`src/rtl/seq_pkg.sv`:
```
// Shared types and constants for the symbol-string recogniser.
// sym() and the alphabet constants are sized for the default 2-bit, 4-symbol configuration.
package seq_pkg;

  localparam int W_DEF = 2;
  localparam int L_DEF = 4;
  localparam int FW    = $clog2(L_DEF);

  localparam logic [W_DEF-1:0] SYM_A = 2'b00;
  localparam logic [W_DEF-1:0] SYM_B = 2'b01;

  // Symbol k of a flat pattern vector; symbol 0 sits in the low bits.
  function automatic logic [W_DEF-1:0] sym(input logic [L_DEF*W_DEF-1:0] vec, input int k);
    return vec[k*W_DEF +: W_DEF];
  endfunction

endpackage

```
`src/rtl/seq_detector_sym_history.sv`:
```
// Symbol history: D symbols of W bits, oldest at index 0, newest at index D-1.
// The flush input has priority over the shift input.
module sym_history #(
  parameter int W = 2,
  parameter int D = 3
) (
  input  logic           clock,
  input  logic           reset_n,
  input  logic           shift_en,
  input  logic           flush,
  input  logic [W-1:0]   din,
  output logic [D*W-1:0] hist
);

  logic [D*W-1:0] hist_q;
  logic [D*W-1:0] hist_nxt;

  generate
    if (D == 1) begin : g_single
      assign hist_nxt = din;
    end else begin : g_multi
      assign hist_nxt = {din, hist_q[D*W-1:W]};
    end
  endgenerate

  always_ff @(posedge clock or negedge reset_n) begin
    if (!reset_n)      hist_q <= '0;
    else if (flush)    hist_q <= '0;
    else if (shift_en) hist_q <= hist_nxt;
  end

  assign hist = hist_q;

endmodule

```
`src/rtl/seq_detector.sv`:
```
// Mealy recogniser for a programmable L-symbol pattern in a qualified symbol stream,
// with overlapping/non-overlapping modes and a saturating match counter.
module seq_detector
  import seq_pkg::*;
#(
  parameter int W  = 2,
  parameter int L  = 4,
  parameter int CW = 8
) (
  input  logic           clock,
  input  logic           reset_n,
  input  logic [W-1:0]   x,
  input  logic           x_valid,
  input  logic           load,
  input  logic [L*W-1:0] pattern,
  input  logic           overlap,
  input  logic           clr_count,
  output logic           z,
  output logic [CW-1:0]  match_count,
  output logic           busy
);

  localparam int HW     = (L-1)*W;
  localparam int FILL_W = $clog2(L);
  localparam logic [FILL_W-1:0] FILL_MAX = FILL_W'(L-1);

  logic [L*W-1:0]    pat_q;
  logic [HW-1:0]     hist;
  logic [FILL_W-1:0] fill;
  logic [CW-1:0]     cnt_q;
  logic              full, win_hit, shift_en;

  // Full-window compare: repeated symbols in the pattern need no failure links.
  assign full     = (fill == FILL_MAX);
  assign win_hit  = (hist == pat_q[HW-1:0]) && (x == pat_q[L*W-1 -: W]);
  assign z        = x_valid & ~load & full & win_hit;
  assign shift_en = x_valid & ~load & ~(z & ~overlap);

  sym_history #(.W(W), .D(L-1)) u_hist (
    .clock    (clock),
    .reset_n  (reset_n),
    .shift_en (shift_en),
    .flush    (load),
    .din      (x),
    .hist     (hist)
  );

  always_ff @(posedge clock or negedge reset_n) begin
    if (!reset_n)  pat_q <= '0;
    else if (load) pat_q <= pattern;
  end

  // Non-overlap match leaves hist as-is; fill=0 alone keeps it from matching again.
  always_ff @(posedge clock or negedge reset_n) begin
    if (!reset_n)               fill <= '0;
    else if (load)              fill <= '0;
    else if (x_valid) begin
      if (z && !overlap)        fill <= '0;
      else if (!full)           fill <= fill + FILL_W'(1);
    end
  end

  always_ff @(posedge clock or negedge reset_n) begin
    if (!reset_n)                 cnt_q <= '0;
    else if (clr_count)           cnt_q <= '0;
    else if (z && (cnt_q != '1))  cnt_q <= cnt_q + CW'(1);
  end

  assign match_count = cnt_q;
  assign busy        = (fill != '0);

endmodule

```
`config.mk`:
```
export PLATFORM = sky130hd
export DESIGN_NAME = seq_detector
export DESIGN_NICKNAME = d
export VERILOG_FILES = /design/src/rtl/seq_pkg.sv /design/src/rtl/seq_detector_sym_history.sv /design/src/rtl/seq_detector.sv
export SDC_FILE = /design/constraint.sdc
export NUM_CORES = 1
export LEC_CHECK = 0
export ABC_AREA = 0
export BUFFER_PORTS_ARGS = -buffer_cell sky130_fd_sc_hd__buf_2
export CELL_PAD_IN_SITES_DETAIL_PLACEMENT = 1
export CELL_PAD_IN_SITES_GLOBAL_PLACEMENT = 2
export CORE_ASPECT_RATIO = 1.4
export CORE_UTILIZATION = 38
export DETAILED_ROUTE_END_ITERATION = 10
export PLACE_DENSITY_LB_ADDON = 0.1
export SLEW_MARGIN = 0
export SYNTH_ARGS = -nofsm -noshare
export SYNTH_HDL_FRONTEND = slang
export SYNTH_SLANG_ARGS = --single-unit
export TNS_END_PERCENT = 10
```
`constraint.sdc`:
```
create_clock -name clock -period 5.6 [get_ports clock]
set_input_delay 1.4 -clock clock [delete_from_list [all_inputs] [get_ports clock]]
set_output_delay 1.4 -clock clock [all_outputs]
set_load 0.02 [all_outputs]
```
* After elaboration in Yosys (flattened, before gate mapping)
Index checks and enable logic that the tools add are counted.
** Cells by class
- Mux-type cells :: 8
- Bitwise gates (word level) :: 8
- Equality and inequality tests :: 5
- $add $sub $neg :: 2
- Reduce and logical (&&, ||, !) cells :: 9
** Operator list (number)
- $mux 8 :: 2
- $mux 6 :: 2
- $add 8x1->8 const B :: 1
- $mux 2 :: 4
- $ne 8x8->1 const B :: 1
- $reduce_bool 2->1 :: 4
- $eq 6x6->1 :: 1
- $and 1x1->1 :: 5
- $logic_and 1x1->1 :: 3
- $ne 3x2->1 const B :: 1
- $not 1->1 :: 3
- $add 2x1->2 const B :: 1
- $eq 2x2->1 :: 1
- $eq 2x2->1 const B :: 1
- $reduce_and 2->1 :: 1
- $logic_not 1->1 :: 1
** Word-level totals
- Register bits after elaboration :: 24
- Input port bits :: 16

* Logic depth before layout (Yosys ltp)
- Word-level depth :: 9
- Depth in mapped cells :: 7

* Hierarchy
A second synthesis with hierarchy kept.
** Second synthesis, totals
- Cell total of the unflattened synthesis :: 113
- Area total of the unflattened synthesis :: 1227.4 um2
** Modules (own cells, without submodules)
- seq_detector :: cells each 94, instances 1, seq. area each 450.4 um2, area an instance 983.4 um2
- sym_history :: cells each 19, instances 1, seq. area each 150.1 um2, area an instance 244.0 um2

* Least setup slack after synthesis
OpenSTA, ideal clock, no wires.
- Path kind :: input port to output port
- Start :: input load
- End :: output z
- Data arrival time :: 2.249 ns
- Setup slack :: 1.951 ns
- Path buffers :: 1
- Data required time :: 4.200 ns
- Stages on the path :: 4
- Cell sequence :: buf_6 -> nand3b_4 -> nor4_4 -> and3_1
** Between the ends
- Word-level cells in the longest chain between the ends :: 4
** Ends and longest elaborated chain
- start: declaration :: RTL line seq_detector.sv:14 : input logic load,
- $not 1->1 :: RTL line seq_detector.sv:36 : assign z = x_valid & ~load & full & win_hit;
- $and 1x1->1 (3 in series) :: RTL line seq_detector.sv:36
- end: declaration :: RTL line seq_detector.sv:18 : output logic z,
No other way between the ends.

* Final worst setup path
Ends and elaborated chain as after synthesis.

==> run summary <==
For this block, the initial DRC count from the detailed router was 6. Synthesis instantiated 31 different standard cells from the library. The worst path arrival time is 2.48 ns.

Setup repair after global routing left no endpoint under its margin. The clock input transition at the sequential cells of the worst setup and hold paths is 0.08 ns, and the final standard cell utilization of the core is 0.4658. Pin placement for this block handled 26 I/O pins.

The total global routing track utilization is 0.1621. The area of placed instances is 0.001428 mm2. On the critical path, the stage with the largest delay is an instance of sky130_fd_sc_hd__nor4_4. Buffers inserted during clock tree synthesis total 3.

The number of inserted diodes is 0, and the total power density per cell area is 236.4 mW/mm2. The path category of the worst min-delay check is flip-flop to flip-flop. The clock reaches the later pin of the worst-skew pair after 0.26 ns. The total length of routed wires is 2442 um, and the number of antenna violations at the first check in global routing is 0. The detail-routed net length per standard cell was 14.28 um; the number of global-route vias before repair was 982. The width of the die is 51.34 um, and the depth of the worst register-to-register path is 6. After routing the design area is 0.001483 mm2. The category of the critical setup timing path is input port to primary output. The core region is 0.003183 mm2. Setup violations remaining at the end of the flow were counted as 0. The tools report the fraction of the yosys area taken by sequential cells as 0.4638. Global routing finished with a remaining overflow of 0. The count of input and output buffers was 25. Maximum achievable frequency: 0.2578 GHz. The top cell types in the final layout, fill and taps aside, are sky130_fd_sc_hd__buf_2 (25), sky130_fd_sc_hd__dfrtp_1 (24), sky130_fd_sc_hd__xor2_1 (9).

The synthesized area per cell was 11.99 um2. The synthesis-to-finish area growth is 14.49%. Across all layers, the routed design uses 871 vias. The floorplan step defined a die boundary enclosing 0.003648 mm2. The total power after layout was 0.3505 mW; the shortest period the worst path allows was 3.879 ns.

The run gives 25 as the pin count of the biggest net entering global routing. The first global-routing pass estimated 4409 um of wire. The logs give 0 for the total of cells resized after clock tree synthesis and 0 for the post-CTS setup buffer count. The number of core rows came out at 24. STA classifies the critical path startpoint as an input port. In the routed design, unresolved DRC markers number 0. The clock net in this run drives a total of 24 sinks. TritonCTS built the clock tree. Once detailed placement completed, the half-perimeter wirelength came to 1837 um. Dividing the detail-routed via count by the number of cells gives 5.094.

The number of hold violations in the final report is 0. After clock tree synthesis, the flow added hold-fix buffers numbering 0. Post-route clock period utilization: 0.6927. Total iterations of the first detailed-routing run: 4.

The flop and latch count out of synthesis works out to 24. The actual transition at the worst max-transition pin is 0.5830 ns. Across the VDD grid, the largest voltage drop is 0.1074 mV. Leading cell type in the layout, fill and taps excluded: sky130_fd_sc_hd__buf_2.

The overall die height was 71.07 um. The master cell of the clock root buffer was sky130_fd_sc_hd__clkbuf_8. In this run the static leakage power is 0.7427 nW. For the final number of max-transition violations, the log shows 0.

The worst-case clock buffer depth is 2, and the biggest fanout along the worst timing path is 19. The flow ran to the end, and the final reports show no timing, DRC or antenna violations. The tools report the data required time of the critical path as 4.20 ns.

For the final database, setup skew stands at 0.003674 ns. The count of cells along the worst hold path was 1. The tools report the initial standard-cell utilization of the core as 0.4068.

The post-synthesis cell count is 108. The number of non-filler instances in the completed layout is 171, and the largest incremental delay on the critical path is 0.31 ns. For the CTS H-tree depth, the log shows 1. At the end of the flow, the number of nets in the layout was 152.

For the worst slew margin relative to its limit, the log shows 0.6114. The share of final-layout standard cells stronger than drive strength 1 came out at 0.3636. Across the run, the number of max-cap violations was 0.

The run gives 0.001295 mm2 as the synthesized area. The post-detailed-route count of antenna-violating nets came out at 0. Most numerous cell on the critical path: sky130_fd_sc_hd__buf_2. The capturing element type of the critical path is a primary output. The run gives 0.6946 as the weighted congestion at the end of routability-driven global placement. Traced cell by cell, the critical path runs through buf_2 > nand3b_4 > nor4_4 > and3_1 > buf_2. Counting every net in the synthesized netlist gives 127. The logs give 167 for the number of cells in the design after placement and 0 for the number of synthesis warnings.

The tools report the accumulated negative setup slack as 0 ns.
critical path: cells and delay by family:
kind,cells,cell delay [ns]
simple gates,3,0.71
buf+inv,2,0.37
routing by layer:
metal  track usage  wire length [um]  vias to the layer above  share of wire
li1              -                 -                      426              -
met2        0.2836              1262                       21           0.52
met1        0.1896              1056                      420           0.43
met4       0.06907                37                        0          0.015
met5             0                 0                        -              0
met3       0.03011                86                        4          0.035
registers in the layout, summed over array words and instances, names as in the netlist:
register / flops
match_count: 8
pat_q: 8
fill: 2
u_hist.hist: 6
synth_stat cells:
cell	instances	area (um2)
sky130_fd_sc_hd__dfrtp_1	24	600.6
sky130_fd_sc_hd__xor2_1	9	78.83
sky130_fd_sc_hd__mux2_2	8	90.09
sky130_fd_sc_hd__mux2_4	6	90.09
sky130_fd_sc_hd__a21oi_1	5	25.02
sky130_fd_sc_hd__and2b_1	5	37.54
sky130_fd_sc_hd__nand3_1	5	25.02
sky130_fd_sc_hd__o21ai_0	5	25.02
sky130_fd_sc_hd__or3_1	5	31.28
sky130_fd_sc_hd__inv_1	4	15.01
sky130_fd_sc_hd__and3_1	3	18.77
sky130_fd_sc_hd__buf_6	3	33.78
sky130_fd_sc_hd__ha_1	3	37.54
sky130_fd_sc_hd__nor2_1	3	11.26
sky130_fd_sc_hd__nand2_1	2	7.510
sky130_fd_sc_hd__nand4b_1	2	17.52
sky130_fd_sc_hd__o21ba_2	2	20.02
sky130_fd_sc_hd__a21boi_0	1	7.510
sky130_fd_sc_hd__and3b_1	1	8.760
sky130_fd_sc_hd__buf_1	1	3.750
sky130_fd_sc_hd__clkbuf_1	1	3.750
sky130_fd_sc_hd__mux2i_1	1	10.01
sky130_fd_sc_hd__nand2b_1	1	6.260
sky130_fd_sc_hd__nand3b_4	1	20.02
sky130_fd_sc_hd__nor2b_1	1	6.260
sky130_fd_sc_hd__nor3_1	1	5.000
sky130_fd_sc_hd__nor4_1	1	6.260
sky130_fd_sc_hd__nor4_4	1	21.27
sky130_fd_sc_hd__o2111ai_2	1	15.01
sky130_fd_sc_hd__o31a_1	1	8.760
sky130_fd_sc_hd__o31ai_1	1	7.510
power breakdown:
| group | leakage [nW] | internal (mW) | total [mW] | switching, mW |
|---|---|---|---|---|
| clock | 0.0288 | 0.0627 | 0.118 | 0.0552 |
| combinational | 0.401 | 0.0215 | 0.0428 | 0.0213 |
| sequential | 0.313 | 0.182 | 0.190 | 0.00728 |
| total | 0.743 | 0.267 | 0.350 | 0.0838 |
kinds of logic after synthesis:
group | synth area share
flops | 0.4638
xor+xnor | 0.06087
fa+ha+maj | 0.02899
compound gates | 0.08405
buf+inv | 0.04347
mux | 0.1469
simple gates | 0.1720
worst paths after layout:
check	to	startpoint	slack (ns)
worst max-delay path	z	load	1.72
worst max register to register	u_hist.hist[5]	fill[0]	3.51
max in group asynchronous	pat_q[3]	reset_n	4.11
worst min register to register	pat_q[7]	pat_q[7]	0.54
min in group asynchronous	match_count[2]	reset_n	1.12
worst min-delay path	pat_q[7]	pat_q[7]	0.54
final cells by class:
cell class | instances | area (um2)
Inverter | 4 | 15.01
Multi-Input combinational cell | 75 | 638.1
Fill cell | 385 | 1700
Sequential cell | 24 | 600.6
Clock buffer | 4 | 55.05
Timing Repair Buffer | 25 | 125.1
Tap cell | 39 | 48.80
metrics by stage:
step / hold slack (ns) / setup slack, ns
2_1_floorplan: 0.4815 / 1.951
3_3_place_gp: 0.5119 / 1.726
3_5_place_dp: 0.5209 / 1.712
4_1_cts: 0.5412 / 1.709
5_1_grt: 0.5704 / 1.642
6_report: 0.5383 / 1.721
Note: power is estimated with default switching activity, not from simulation.
